<file path="config.mk">
export PLATFORM = sky130hd
export DESIGN_NAME = wb_dbg_master
export DESIGN_NICKNAME = d
export VERILOG_FILES = /design/src/rtl/wb_dbg_master.sv
export SDC_FILE = /design/constraint.sdc
export NUM_CORES = 1
export LEC_CHECK = 0
export ABC_AREA = 1
export CORE_MARGIN = 5
export CORE_UTILIZATION = 50
export DETAILED_ROUTE_END_ITERATION = 12
export PLACE_DENSITY = 0.87
export SYNTH_ARGS = -nofsm -noshare
export SYNTH_HDL_FRONTEND = slang
export SYNTH_SLANG_ARGS = --single-unit
</file>
<file path="constraint.sdc">
create_clock -name wb_clk_i -period 2.4 [get_ports wb_clk_i]
set_input_delay 0.72 -clock wb_clk_i [delete_from_list [all_inputs] [get_ports wb_clk_i]]
set_output_delay 0.72 -clock wb_clk_i [all_outputs]
set_load 0.02 [all_outputs]
</file>
<file path="src/rtl/wb_dbg_master.sv">
// Byte-stream debug master: UART command frames drive single 32-bit Wishbone B4 pipelined accesses.
// Latency: last command byte -> cyc 1 cycle; ACK/ERR -> tx_valid_o 1 cycle.
// Backpressure: tx bytes held until tx_ready_i; rx bytes arriving while busy on the bus are dropped and flag overrun.
module wb_dbg_master #(
    parameter int BUS_TIMEOUT = 256,
    parameter int RX_TIMEOUT  = 65535
) (
    input  logic        wb_clk_i,
    input  logic        wb_rst_i,
    input  logic [7:0]  rx_data_i,
    input  logic        rx_valid_i,
    output logic [7:0]  tx_data_o,
    output logic        tx_valid_o,
    input  logic        tx_ready_i,
    output logic        wbm_cyc_o,
    output logic        wbm_stb_o,
    output logic        wbm_we_o,
    output logic [31:0] wbm_adr_o,
    output logic [31:0] wbm_dat_o,
    output logic [3:0]  wbm_sel_o,
    input  logic [31:0] wbm_dat_i,
    input  logic        wbm_ack_i,
    input  logic        wbm_err_i,
    input  logic        wbm_stall_i,
    output logic        busy_o,
    output logic        overrun_o
);
    localparam int TMAX  = (BUS_TIMEOUT > RX_TIMEOUT) ? BUS_TIMEOUT : RX_TIMEOUT;
    localparam int CNT_W = $clog2(TMAX + 1);

    localparam logic [7:0] OP_W  = 8'h57;
    localparam logic [7:0] OP_R  = 8'h52;
    localparam logic [7:0] ST_OK = 8'h4B;
    localparam logic [7:0] ST_ER = 8'h45;

    typedef enum logic [2:0] {
        S_IDLE, S_ADDR, S_DATA, S_BUS_REQ, S_BUS_WAIT, S_RESP, S_RDATA
    } state_t;

    state_t           state, state_nxt;
    logic [CNT_W-1:0] tmr;
    logic [1:0]       byte_cnt;
    logic             we_r;
    logic [31:0]      adr_r, dat_r, rdata_r;
    logic [7:0]       status_r;
    logic             ovr_r;

    logic rx_opcode, rx_accept, bus_resp, bus_tmo, rx_tmo, bus_phase;

    always_comb begin
        rx_opcode = (rx_data_i == OP_W) || (rx_data_i == OP_R);
        rx_accept = rx_valid_i && ((state == S_ADDR) || (state == S_DATA));
        bus_phase = (state == S_BUS_REQ) || (state == S_BUS_WAIT);
        // A response is only meaningful once STB has been (or is being) accepted.
        bus_resp  = (wbm_ack_i || wbm_err_i) &&
                    ((state == S_BUS_WAIT) || ((state == S_BUS_REQ) && !wbm_stall_i));
        bus_tmo   = (tmr == CNT_W'(BUS_TIMEOUT - 1));
        rx_tmo    = (tmr == CNT_W'(RX_TIMEOUT - 1));
    end

    always_ff @(posedge wb_clk_i) begin
        if (wb_rst_i) state <= S_IDLE;
        else          state <= state_nxt;
    end

    always_comb begin
        state_nxt  = state;
        wbm_cyc_o  = 1'b0;
        wbm_stb_o  = 1'b0;
        tx_valid_o = 1'b0;
        tx_data_o  = 8'h00;
        case (state)
            S_IDLE: begin
                if (rx_valid_i && rx_opcode) state_nxt = S_ADDR;
            end
            S_ADDR: begin
                if (rx_valid_i && (byte_cnt == 2'd3)) state_nxt = we_r ? S_DATA : S_BUS_REQ;
                else if (!rx_valid_i && rx_tmo)       state_nxt = S_IDLE;
            end
            S_DATA: begin
                if (rx_valid_i && (byte_cnt == 2'd3)) state_nxt = S_BUS_REQ;
                else if (!rx_valid_i && rx_tmo)       state_nxt = S_IDLE;
            end
            S_BUS_REQ: begin
                wbm_cyc_o = 1'b1;
                wbm_stb_o = 1'b1;
                if (bus_resp || bus_tmo) state_nxt = S_RESP;
                else if (!wbm_stall_i)   state_nxt = S_BUS_WAIT;
            end
            S_BUS_WAIT: begin
                wbm_cyc_o = 1'b1;
                if (bus_resp || bus_tmo) state_nxt = S_RESP;
            end
            S_RESP: begin
                tx_valid_o = 1'b1;
                tx_data_o  = status_r;
                if (tx_ready_i) state_nxt = (!we_r && (status_r == ST_OK)) ? S_RDATA : S_IDLE;
            end
            S_RDATA: begin
                tx_valid_o = 1'b1;
                tx_data_o  = rdata_r[31:24];
                if (tx_ready_i && (byte_cnt == 2'd3)) state_nxt = S_IDLE;
            end
            default: state_nxt = S_IDLE;
        endcase
    end

    always_ff @(posedge wb_clk_i) begin
        if (wb_rst_i) begin
            tmr      <= '0;
            byte_cnt <= 2'd0;
            we_r     <= 1'b0;
            adr_r    <= 32'h0;
            dat_r    <= 32'h0;
            rdata_r  <= 32'h0;
            status_r <= 8'h00;
            ovr_r    <= 1'b0;
        end else begin
            // Bus timer spans BUS_REQ and BUS_WAIT, so the REQ->WAIT step must not restart it.
            if (((state_nxt != state) && (state_nxt != S_BUS_WAIT)) || rx_accept)
                tmr <= '0;
            else
                tmr <= tmr + CNT_W'(1);

            if (rx_valid_i && (bus_phase || (state == S_RESP) || (state == S_RDATA)))
                ovr_r <= 1'b1;
            else if (rx_valid_i && (state == S_IDLE) && rx_opcode)
                ovr_r <= 1'b0;

            case (state)
                S_IDLE: begin
                    if (rx_valid_i && rx_opcode) begin
                        we_r     <= (rx_data_i == OP_W);
                        byte_cnt <= 2'd0;
                    end
                end
                S_ADDR: begin
                    if (rx_valid_i) begin
                        adr_r    <= {adr_r[23:0], rx_data_i};
                        byte_cnt <= byte_cnt + 2'd1;
                    end
                end
                S_DATA: begin
                    if (rx_valid_i) begin
                        dat_r    <= {dat_r[23:0], rx_data_i};
                        byte_cnt <= byte_cnt + 2'd1;
                    end
                end
                S_BUS_REQ, S_BUS_WAIT: begin
                    if (bus_resp) begin
                        status_r <= wbm_err_i ? ST_ER : ST_OK;
                        if (!wbm_err_i && !we_r) rdata_r <= wbm_dat_i;
                    end else if (bus_tmo) begin
                        status_r <= ST_ER;
                    end
                end
                S_RDATA: begin
                    if (tx_ready_i) begin
                        rdata_r  <= {rdata_r[23:0], 8'h00};
                        byte_cnt <= byte_cnt + 2'd1;
                    end
                end
                default: ;
            endcase
        end
    end

    assign wbm_we_o  = we_r;
    assign wbm_adr_o = adr_r;
    assign wbm_dat_o = dat_r;
    assign wbm_sel_o = 4'hF;
    assign busy_o    = (state != S_IDLE);
    assign overrun_o = ovr_r;

endmodule

</file>
Yosys cells after proc, flatten, opt, wreduce, memory -nomap -nowiden
Index checks and enable logic that the tools add are counted.
- input bits: 47
- output and inout port bits: 82
- bits in registers: 127
- logic and storage cells: 101
- equal/unequal tests: 19
- multiplexer cells: 29
- reduce and logical (&&, ||, !) cells: 42
- add/sub/neg operators: 2
- operators with widths (kind ; number):
    two-way mux 32 bit ; 3
    one-hot mux 32 bit (2 select lines) ; 1
    two-way mux 3 bit ; 10
    equality test 8 x 7 -> 1 bit (second input constant) ; 3
    one-hot mux 3 bit (7 select lines) ; 1
    adder 16 x 1 -> 16 bit (second input constant) ; 1
    equality test 16 bit (second input constant) ; 1
    equality test 16 x 8 -> 1 bit (second input constant) ; 1
    two-way mux 8 bit ; 2
    one-hot mux 8 bit (2 select lines) ; 1
    logical AND 1 bit ; 13
    equality test 3 bit (second input constant) ; 3
    logical OR 1 bit ; 9
    AND reduction 2 bit ; 4
    AND reduction 4 bit ; 2
    OR reduction 2 bit ; 4
    equality test 3 x 2 -> 1 bit (second input constant) ; 2
    two-way mux 1 bit ; 6
    two-way mux 2 bit ; 3
    inequality test 2 x 1 -> 1 bit (second input constant) ; 3
    one-hot mux 2 bit (3 select lines) ; 1
    nonzero test 2 bit ; 3
    nonzero test 3 bit ; 2
    logical NOT 1 bit ; 4
    8 further kinds ; 9

Logic depth before layout (Yosys ltp)
Gate-level depths: netlist (run 1).
- depth after elaboration: 11
- mapped depth: 16
- gate-level depth less buffers: 15

Least setup slack after synthesis (run 1)
OpenSTA, ideal clock, no wires.
- kind: register -> output
- start point: reg state[1]
- end point: out tx_data_o[0]
- cell stages (with the launch flop): 7
- buffers on the path: 2
- data arrival time: 1.590 ns
- slack: 0.090 ns
- required time: 1.680 ns
- cell sequence: dfxtp_1 inv_2 nor2_2 nand2_1 buf_2 clkbuf_1 o21ai_0
- cells in the longest elaborated chain, start to end: 2
- elaborated cells on any way between the ends: 3
- those cells by class: 2 x eq/ne; 1 x mux
- RTL lines (item ; line ; text):
    from (decl) ; 40 ; state_t state, state_nxt;
    from (signal assigned) ; 63 ; else state <= state_nxt;
    equality test 3 bit ; 72 ; case (state)
    one-hot mux 8 bit (2 select lines) * ; 72 ;
    to (decl) ; 12 ; output logic [7:0] tx_data_o,
Every way passes the cells marked *; elsewhere a longest branch is shown, timed or not.

Worst setup path after layout (run 1)
- start point: reg state[1]
- end point: out tx_valid_o
- cells in the longest elaborated chain, start to end: 3
- elaborated cells on any way between the ends: 4
- those cells by class: 2 x eq/ne; 1 x mux; 1 x reduce/logical
- RTL lines (item ; line ; text):
    equality test 3 bit ; 72 ;
    OR reduction 2 bit (no source line) * ; - ;
    two-way mux 1 bit * ; 72 ;
    to (decl) ; 13 ; output logic tx_valid_o,
Marked as above.

==> results.md, run 1 <==
* Nets at 899
* Static leakage at 2.77 nW
* Top cell family by delay on the critical path: simple AND/OR/NAND/NOR gates
* Max_cap viols at 0
* Slew headroom at 0.628
* Fraction of layout cells with a size suffix above 1 at 0.136
* Top cells by count, synth: nand2_1 (196), dfxtp_1 (122), a21oi_1 (77), nor2_1 (65), inv_1 (62)
* Antenna violations before repair at 0
* DIE HEIGHT at 113 microns
* TritonCTS buffer count at 17
* Antenna cells at 0
* Placed cells at 965
* R2R depth at 13
* Final Hold Viols at 0
* PD cells at 670 mW/mm^2
* Core Rows at 37
* First-pass GRT wire length at 23,300 microns
* EDFF count, synth at 0
* Synth top area cells: dfxtp_1 (46%), nand2_1 (14%), a21oi_1 (7.2%)
* Final period util at 0.979
* Clk sink count at 122
* Worst r2r dst: tmr[4]$_SDFF_PP0_
* Hold_buf cts at 0
* Final setup vio count at 0
* Clk Latency, worst-skew pair at 0.52 ns
* Count leader, synth: nand2_1
* Yosys reg bits at 122
* Top-area cell type share of the netlist area at 0.458
* Total track usage at 0.225
* Area growth from synthesis to layout at 40.3%
* R2r setup slk at 0.25 ns
* Synth Instances at 711
* Worst r2r src: tmr[0]$_SDFF_PP0_
* FMAX at 426 MHz
* Post-Layout Cell Count at 997
* Critical Setup Path Class: flop to output pin
* Critical-path cell list: inv_2 > nor2_4 > nand2_8 > nand2_2 > clkdlybuf4s15_2
* Core Box Area at 0.0104 sq mm
* Hold Path Origin: rdata_r[2]$_SDFFE_PP0P_
* Gr ovfl total at 0
* Initial core utilization at 0.514
* Largest net degree at the start of global routing at 39
* CTS max path bufs at 2
* TritonRoute pass-1 iters at 5
* Status: completed
* Worst setup EP type: output pin
* Number of global-route vias before repair at 4,841
* Mapped Area at 0.00533 sq mm
* Syn_area_per_cell at 7.50 sq um
* Slew Limit Fails at 0
* Worst Hold End: rdata_r[2]$_SDFFE_PP0P_
* Port Buffers at 124
* CTS tree: built
* Synth Flop Type: dfxtp_1
* First DRT Iteration DRCs at 540
* Worst Hold Path Cells at 2
* Synth warn at 0
* Via/cell ratio at 5.12
* CP arrival at 1.63 ns
* Final core utilization at 0.721
* Peak fanout along the critical path at 17
* DRC at 0
* GP Congestion at 0.884
* Worst path max stage delay at 0.35 ns
* Yosys cell types at 35
* Area leader, netlist: dfxtp_1
* CTS HTree Levels at 4
* Die area at 0.0128 sq mm
* Worst path buffer plus inverter count at 2
* Slew of the pin with the lowest slew margin at 0.554 ns
* Clk slew on worst S/H paths at 0.06 ns
* Worst Skew at 0.0122 ns
* Ports at 129
* Slowest CP cell: dfxtp_1
* Vias at 5,104
* DR WL/cell at 14.5 microns
* Routed Antenna Nets at 0
* Worst vdd ir at 604 uV
* CTS root buf: clkbuf_8
* Detailed Route WL at 14,500 microns
* DP HPWL at 9360 microns
* Worst EP required at 1.68 ns
* Ys async rst share at 0
* Startpoint type of the worst setup path: flop
* Sequential area share after synthesis at 0.458
* Hold Path Class: flop to flop
* Die span in x at 113 microns
* Min Tclk post-route at 2.35 ns
-- layout make-up --
| class | count | area [sq um] |
|---|---|---|
| Sequential cell | 122 | 2450 |
| Fill cell | 758 | 2890 |
| Timing Repair Buffer | 160 | 1520 |
| Tap cell | 136 | 170 |
| Clock inverter | 13 | 220 |
| Multi-Input combinational cell | 482 | 2450 |
| Inverter | 66 | 248 |
| Clock buffer | 18 | 418 |
-- metrics by stage --
stage	instance area [sq um]	setup TNS [ns]	power [mW]	worst slack (ns)	hold WS [ns]
after global placement	6850	-0.876	2.28	-0.0656	0.444
after CTS	7490	-0.00391	5.03	-0.00213	0.456
after global routing	7480	-0.0321	5.14	-0.0263	0.486
after detailed placement	6850	-1.81	2.28	-0.121	0.445
final	7480	0	5.01	0.0500	0.451
after floorplan	5340	0	2.17	0.0897	0.432
-- worst reg2reg max path, cell delays in order (launching register included) --
cell and delay [ns]:
dfxtp_1 0.42, ha_1 0.23, nand3_1 0.14, nor2_1 0.24, nand2_1 0.18, nand2_4 0.12
a21oi_2 0.06, nand2_1 0.09, clkinv_1 0.12, nand3_2 0.10, nand2_2 0.07, nand2_4 0.10
buf_12 0.15, nor2_4 0.03
-- power by group --
| part | switching (mW) | internal, mW | total (mW) |
|---|---|---|---|
| Sequential | 0.00567 | 2.03 | 2.03 |
| Clock | 0.971 | 1.80 | 2.77 |
| Combinational | 0.0958 | 0.111 | 0.207 |
| Total | 1.07 | 3.94 | 5.01 |
-- cell usage in the layout (no fill, tap or decap), drive strengths merged, types with 2 or more instances in the layout --
cell and count:
nor2 78, xnor2 5, o22ai 2, clkinvlp 2
xor2 9, buf 43, clkdlybuf4s50 111, nand2 204
nand3 13, clkinv 6, bufinv 5, a211oi 37
nor3 4, clkbuf 22, o21ai 33, ha 3
inv 66, a21oi 78, a31oi 2, nand4 7
dfxtp 122, conb 4, clkdlybuf4s15 2
-- per-layer routing --
metal / track usage / share of wire
met1: 0.271 / 0.42
met2: 0.387 / 0.50
met3: 0.0460 / 0.057
met4: 0.0954 / 0.024
met5: 0 / 0
-- what timing repair did --
item | 4_1_cts | 5_1_grt
buffers inserted | 0 | 1
pin swaps | 1 | 1
setup endpoints to repair | 12 | 9
gates resized for setup | 50 | 8
endpoints found under the hold margin | 0 | 0
-- kinds of logic (layout without fill, tap and decap cells) --
group,Yosys count,after routing,synth area share
simple gates,308,308,0.257
compound gates,153,153,0.163
flops,122,122,0.458
buf+inv,110,257,0.0908
xor+xnor,14,14,0.0230
fa+ha+maj,3,3,0.00704
other cells,1,4,0.000703
-- worst max-delay path by stage --
stage,from,to,slack [ns],cells after the start
floorplan,state[1]$_SDFF_PP0_,tx_data_o[0],0.09,6
global placement,rx_data_i[4],tmr[2]$_SDFF_PP0_,-0.07,15
detailed placement,rx_data_i[1],tmr[4]$_SDFF_PP0_,-0.12,15
CTS,state[1]$_SDFF_PP0_,tx_data_o[4],-0.002,5
global route,state[0]$_SDFF_PP0_,wbm_cyc_o,-0.03,6
finish,state[1]$_SDFF_PP0_,tx_valid_o,0.05,5
-- registers in the layout, summed over array words and instances (netlist names) --
register	flops
rdata_r	32
wbm_adr_o	32
wbm_dat_o	32
tmr	16
state	3
status_r	3
byte_cnt	2
overrun_o	1
wbm_we_o	1
(Power assumes the default switching activity.)
==> run 2: changes to the inputs <==
Settings changed: CAP_MARGIN from default to 10, TNS_END_PERCENT from default to 20.
==> run 2 against run 1 <==
Against the previous run:
- via count is 0.37% lower
- design area down 0.10%
- worst setup slack got worse by 0.022 ns
- combinational power is essentially flat
- global-route usage unchanged
- clock power about the same
- sequential cell count did not move
- maximum frequency down 0.94%
- sequential power about the same
- power decreased by 0.11%
- critical endpoint is now wbm_cyc_o
- largest power group unchanged
- highest routed layer unchanged
==> results.md, run 2 (synthesis gave the netlist of run 1 again) <==
* Status: completed (unchanged)
* Worst r2r src: tmr[0]$_SDFF_PP0_ (unchanged)
* Most frequent cells in the layout: nand2_1 (194), dfxtp_1 (120), clkdlybuf4s50_1 (111) (unchanged)
* Die area at 0.0128 sq mm (unchanged)
* Clk Latency, worst-skew pair at 0.52 ns (about the same)
* Post-Layout Cell Count at 996 (was 997)
* Core Box Area at 0.0104 sq mm (unchanged)
* GP Congestion at 0.884 (unchanged)
* Total track usage at 0.225 (unchanged)
* Register area at 0.00245 sq mm (unchanged)
* Hold Path Class: flop to flop (unchanged)
* Routed Antenna Nets at 0 (unchanged)
* Area taken by multi-input logic gates at 0.00244 sq mm (was 0.00245 sq mm)
* P_int at 3.94 mW (about the same)
* RSZ-0062 raised after global routing: yes
* Sw Ratio at 0.213 (was 0.214)
* Placed cells at 965 (unchanged)
* Slowest CP cell: dfxtp_2 (was dfxtp_1)
* Hold Path Origin: rdata_r[3]$_SDFFE_PP0P_ (was rdata_r[2]$_SDFFE_PP0P_)
* Port Buffers at 124 (unchanged)
* Slew headroom at 0.627 (was 0.628)
* Via/cell ratio at 5.11 (was 5.12)
* Final period util at 0.988 (was 0.979)
* TritonCTS buffer count at 17 (unchanged)
* Static leakage at 2.78 nW (was 2.77 nW)
* Min Tclk post-route at 2.37 ns (was 2.35 ns)
* CP arrival at 1.65 ns (was 1.63 ns)
* Total power at 5.01 mW (about the same)
* PD cells at 670 mW/mm^2 (about the same)
* Gr ovfl total at 0 (unchanged)
* Antenna cells at 0 (unchanged)
* Worst Skew at 0.00997 ns (was 0.0122 ns)
* Core Rows at 37 (unchanged)
* Antenna violations before repair at 0 (unchanged)
* Largest net degree at the start of global routing at 39 (unchanged)
* Peak fanout along the critical path at 6 (was 17)
* Clk sink count at 122 (unchanged)
* Slew Limit Fails at 0 (unchanged)
* Die span in x at 113 microns (unchanged)
* DP HPWL at 9360 microns (unchanged)
* CTS tree: built (unchanged)
* Max_cap viols at 0 (unchanged)
* Number of global-route vias before repair at 4,841 (unchanged)
* Worst vdd ir at 605 uV (was 604 uV)
* Final Hold Viols at 0 (unchanged)
* Slew of the pin with the lowest slew margin at 0.555 ns (was 0.554 ns)
* Final TNS setup at 0 ns (unchanged)
* Detailed Route WL at 14,300 microns (was 14,500 microns)
* Critical-path cell list: buf_4 > inv_1 > nand3_4 > nand2_4 > clkdlybuf4s15_2 (was inv_2 > nor2_4 > nand2_8 > nand2_2 > clkdlybuf4s15_2)
* CTS HTree Levels at 4 (unchanged)
* Fraction of layout cells with a size suffix above 1 at 0.133 (was 0.136)
* Post-route cell area at 0.00747 sq mm (was 0.00748 sq mm)
* Final setup vio count at 0 (unchanged)
* CTS root buf: clkbuf_8 (unchanged)
* CTS max path bufs at 2 (unchanged)
* First-pass GRT wire length at 23,300 microns (unchanged)
* TritonRoute pass-1 iters at 6 (was 5)
* Vias at 5,085 (was 5,104)
* Worst setup EP type: output pin (unchanged)
* FMAX at 422 MHz (was 426 MHz)
* Nets at 898 (was 899)
* Worst path max stage delay at 0.35 ns (about the same)
* First DRT Iteration DRCs at 462 (was 540)
* DRC at 0 (unchanged)
* Ports at 129 (unchanged)
* P_sw at 1.07 mW (about the same)
* Seq pwr share at 0.406 (about the same)
* Final WS setup at 0.0277 ns (was 0.0500 ns)
* Comb pwr share at 0.041 (about the same)
* Critical Setup Path Class: flop to output pin (unchanged)
* Initial core utilization at 0.514 (unchanged)
* Worst path buffer plus inverter count at 3 (was 2)
* DR WL/cell at 14.4 microns (was 14.5 microns)
* DIE HEIGHT at 113 microns (unchanged)
* Hold_buf cts at 0 (unchanged)
* Area growth from synthesis to layout at 40.2% (was 40.3%)
* Top cell family by delay on the critical path: buffers and inverters (was simple AND/OR/NAND/NOR gates)
* Clk slew on worst S/H paths at 0.06 ns (about the same)
* Dpl ws at -0.121 ns (unchanged)
* Worst EP required at 1.68 ns (about the same)
* Startpoint type of the worst setup path: flop (unchanged)
* Commonest non-fill, non-tap cell in the layout: nand2_1 (unchanged)
* # fillers at 759 (was 758)
* Worst Setup SP: state[0]$_SDFF_PP0_ (was state[1]$_SDFF_PP0_)
* Hold slack at 0.453 ns (was 0.451 ns)
* Post-DP Area at 0.00685 sq mm (unchanged)
* Clock power frac at 0.552 (was 0.553)
* Final core utilization at 0.721 (about the same)
## run 2: worst register-to-register path, stage by stage, from the launching register on
cell and delay [ns]:
dfxtp_1 0.42, ha_1 0.23, nand3_1 0.14, nor2_1 0.23
nand2_1 0.19, nand2_4 0.12, a21oi_2 0.06, nand2_1 0.09
clkinv_1 0.12, nand3_2 0.10, nand2_2 0.07, nand2_4 0.10
buf_12 0.15, nor2_4 0.03
## run 2: repair_timing
item | in CTS | in global routing
pin swaps | 1 | 0
gates resized for setup | 50 | 6
setup buffers | 0 | 0
setup endpoints to repair | 12 | 9
endpoints found under the hold margin | 0 | 0
## run 2: power groups by stage
stage          clock network (mW)  logic (mW)  registers [mW]
6_report                     2.77       0.207            2.03
5_1_grt                      2.88       0.222            2.03
4_1_cts                      2.79       0.206            2.03
3_5_place_dp                    0       0.204            2.08
3_3_place_gp                    0       0.202            2.08
2_1_floorplan                   0      0.0896            2.08
## run 2: layout make-up
type,count,area share
repair buffers,159,0.204
multi-input cells,482,0.327
clock inverters,13,0.0295
flip-flops and latches,122,0.328
inverters,66,0.0332
clock buffers,18,0.0559
well taps,136,0.0228
## run 2: worst paths after layout
path,slack (ns),depth (start not counted),end
worst max-delay path,0.03,5,wbm_cyc_o
worst max register to register,0.25,13,tmr[4]$_SDFF_PP0_
worst min register to register,0.45,2,rdata_r[3]$_SDFFE_PP0P_
worst min-delay path,0.45,2,rdata_r[3]$_SDFFE_PP0P_
## run 2: per-layer routing
metal,global-route usage,wire length (microns)
met1,0.271,5980
met2,0.387,7120
met3,0.0460,847
met4,0.0954,361
met5,0,0
==> run 3: changes to the inputs <==
Settings changed: CORE_UTILIZATION 50 to 56, DONT_BUFFER_PORTS from default to 1, PLACE_DENSITY 0.87 to 0.77.
==> run 3 against run 2 <==
Against the previous run:
- count of clock-buffer cells in the layout decreased by 1
- sequential cell count unchanged
- sequential power about the same
- non-clock buffer count fell by 143
- worst hold slack lost 0.18 ns
- clock power fell by 11%
- global-route usage down 0.71 points
- first-iteration DRC count is 37% lower
- power down 8.6%
- critical endpoint is now tx_data_o[0]
- largest cell class unchanged
==> results.md, run 3 (synthesis gave the netlist of run 1 again) <==
* Post CTS Setup Buffer Count at 0 (unchanged)
* Antenna violations before repair at 0 (unchanged)
* Post-Layout Cell Count at 846 (was 996)
* Fraction of layout cells with a size suffix above 1 at 0.114 (was 0.133)
* Detailed Route WL at 12,200 microns (was 14,300 microns)
* DRC at 0 (unchanged)
* DR WL/cell at 14.5 microns (was 14.4 microns)
* Slew Limit Fails at 0 (unchanged)
* First-pass GRT wire length at 20,300 microns (was 23,300 microns)
* DIE HEIGHT at 108 microns (was 113 microns)
* CTS max path bufs at 2 (unchanged)
* # fillers at 831 (was 759)
* Largest net degree at the start of global routing at 108 (was 39)
* Routed Antenna Nets at 0 (unchanged)
* Clk slew on worst S/H paths at 0.06 ns (about the same)
* CTS tree: built (unchanged)
* CTS HTree Levels at 4 (unchanged)
* Min Tclk post-route at 2.31 ns (was 2.37 ns)
* Slew headroom at 0.601 (was 0.627)
* Static leakage at 2.18 nW (was 2.78 nW)
* R2r setup slk at 0.26 ns (was 0.25 ns)
* Nets at 755 (was 898)
* Area taken by multi-input logic gates at 0.00244 sq mm (about the same)
* Worst Hold Path Cells at 1 (was 2)
* Most crowded layer after global routing: met2 (unchanged)
* Worst vdd ir at 469 uV (was 605 uV)
* Worst r2r dst: tmr[11]$_SDFF_PP0_ (was tmr[4]$_SDFF_PP0_)
* Worst Hold End: wbm_dat_o[18]$_SDFFE_PP0P_ (was rdata_r[3]$_SDFFE_PP0P_)
* Critical Setup Path Class: flop to output pin (unchanged)
* CTS resizes at 9 (was 50)
* Number of global-route vias before repair at 4,314 (was 4,841)
* Worst r2r src: tmr[0]$_SDFF_PP0_ (unchanged)
* Core Box Area at 0.00924 sq mm (was 0.0104 sq mm)
* Critical-path cell list: inv_4 > nor2_4 > nand2_4 > o21ai_1 > buf_4 (was buf_4 > inv_1 > nand3_4 > nand2_4 > clkdlybuf4s15_2)
* Clk Latency, worst-skew pair at 0.52 ns (about the same)
* FMAX at 434 MHz (was 422 MHz)
* Worst EP required at 1.68 ns (about the same)
* First DRT Iteration DRCs at 292 (was 462)
* Peak fanout along the critical path at 18 (was 6)
* Clk sink count at 122 (unchanged)
* Final Hold Viols at 0 (unchanged)
* Top cell family by delay on the critical path: flip-flops (was buffers and inverters)
* Worst setup EP type: output pin (unchanged)
* Area growth from synthesis to layout at 12.6% (was 40.2%)
* Commonest non-fill, non-tap cell in the layout: nand2_1 (unchanged)
* Die area at 0.0116 sq mm (was 0.0128 sq mm)
* Worst Skew at 0.0157 ns (was 0.00997 ns)
* Status: completed (unchanged)
* Worst path buffer plus inverter count at 2 (was 3)
* Hold_buf cts at 0 (unchanged)
* PD cells at 762 mW/mm^2 (was 670 mW/mm^2)
* R2R depth at 12 (was 13)
* Max_cap viols at 0 (unchanged)
* Antenna cells at 0 (unchanged)
* Initial core utilization at 0.577 (was 0.514)
* GP Congestion at 0.921 (was 0.884)
* Slowest CP cell: dfxtp_4 (was dfxtp_2)
* Port Buffers at 0 (was 124)
* CTS root buf: clkbuf_8 (unchanged)
* Register area at 0.00245 sq mm (about the same)
* Vias at 4,433 (was 5,085)
* TritonCTS buffer count at 17 (unchanged)
* Final period util at 0.961 (was 0.988)
* Final TNS setup at 0 ns (unchanged)
* Hold Path Class: input pin to flop (was flop to flop)
* Final setup vio count at 0 (unchanged)
* Gr ovfl total at 0 (unchanged)
* RSZ-0062 raised after global routing: no (was yes)
* M1 GR Usage at 0.264 (was 0.271)
* Ports at 129 (unchanged)
* Most frequent cells in the layout: nand2_1 (195), dfxtp_1 (119), a21oi_1 (77) (was nand2_1 (194), dfxtp_1 (120), clkdlybuf4s50_1 (111))
* Via/cell ratio at 5.24 (was 5.11)
* Startpoint type of the worst setup path: flop (unchanged)
* Hold Path Origin: wb_rst_i (was rdata_r[3]$_SDFFE_PP0P_)
* Routing usage on met2 at 0.358 (was 0.387)
* Slew of the pin with the lowest slew margin at 0.598 ns (was 0.555 ns)
* Core Rows at 35 (was 37)
* TritonRoute pass-1 iters at 4 (was 6)
* GRT met3 Usage at 0.0750 (was 0.0460)
* Placed cells at 815 (was 965)
* CP arrival at 1.59 ns (was 1.65 ns)
* Die span in x at 108 microns (was 113 microns)
* Worst path max stage delay at 0.39 ns (was 0.35 ns)
* DP HPWL at 8440 microns (was 9360 microns)
* Total track usage at 0.218 (was 0.225)
## run 3: changes by cell type in the layout (fill, tap and decap cells not counted), sizes merged
cell           delta
clkdlybuf4s15     -3
inv               +4
clkbuf            -5
clkdlybuf4s50   -111
bufinv            -3
buf              -25
## run 3: worst max-delay path by stage
stage / cells after the start / from / slack [ns] / end
3_3_place_gp: 13 / rx_data_i[4] / 0.22 / tmr[14]$_SDFF_PP0_
6_report: 5 / state[1]$_SDFF_PP0_ / 0.09 / tx_data_o[0]
2_1_floorplan: 6 / state[1]$_SDFF_PP0_ / 0.09 / tx_data_o[0]
4_1_cts: 5 / state[1]$_SDFF_PP0_ / 0.02 / tx_data_o[0]
3_5_place_dp: 13 / rx_data_i[4] / 0.17 / tmr[13]$_SDFF_PP0_
5_1_grt: 6 / state[1]$_SDFF_PP0_ / 0.005 / tx_data_o[6]
## run 3: where the power goes
group / total (mW) / leakage (nW) / switching [mW] / internal, mW
Combinational: 0.0669 / 0.921 / 0.0421 / 0.0247
Clock: 2.47 / 0.279 / 0.978 / 1.50
Sequential: 2.03 / 0.985 / 0.00581 / 2.03
Total: 4.58 / 2.18 / 1.03 / 3.55
## run 3: per-layer routing
| layer | vias up | part of all wire |
|---|---|---|
| met3 | 13 | 0.071 |
| met2 | 110 | 0.50 |
| met4 | 0 | 0.012 |
| li1 | 2273 | - |
| met5 | - | 0 |
| met1 | 2037 | 0.42 |
## run 3: final cells by class
class	instances	share of cell area
clock buffers	17	0.0690
clock inverters	14	0.0273
inverters	66	0.0417
multi-input cells	482	0.407
flip-flops and latches	122	0.408
well taps	129	0.0269
repair buffers	16	0.0200
## run 3: through the flow
| stage | total power [mW] | util | hold WS, ns | worst slack, ns | instance area (sq um) |
|---|---|---|---|---|---|
| final | 4.58 | 0.650 | 0.276 | 0.0947 | 6000 |
| after global routing | 4.73 | 0.650 | 0.244 | 0.00482 | 6000 |
| after CTS | 4.63 | 0.648 | 0.252 | 0.0160 | 5990 |
| after detailed placement | 2.15 | 0.584 | 0.447 | 0.165 | 5390 |
| after global placement | 2.15 | 0.584 | 0.439 | 0.219 | 5390 |
| after floorplan | 2.17 | - | 0.432 | 0.0897 | 5340 |
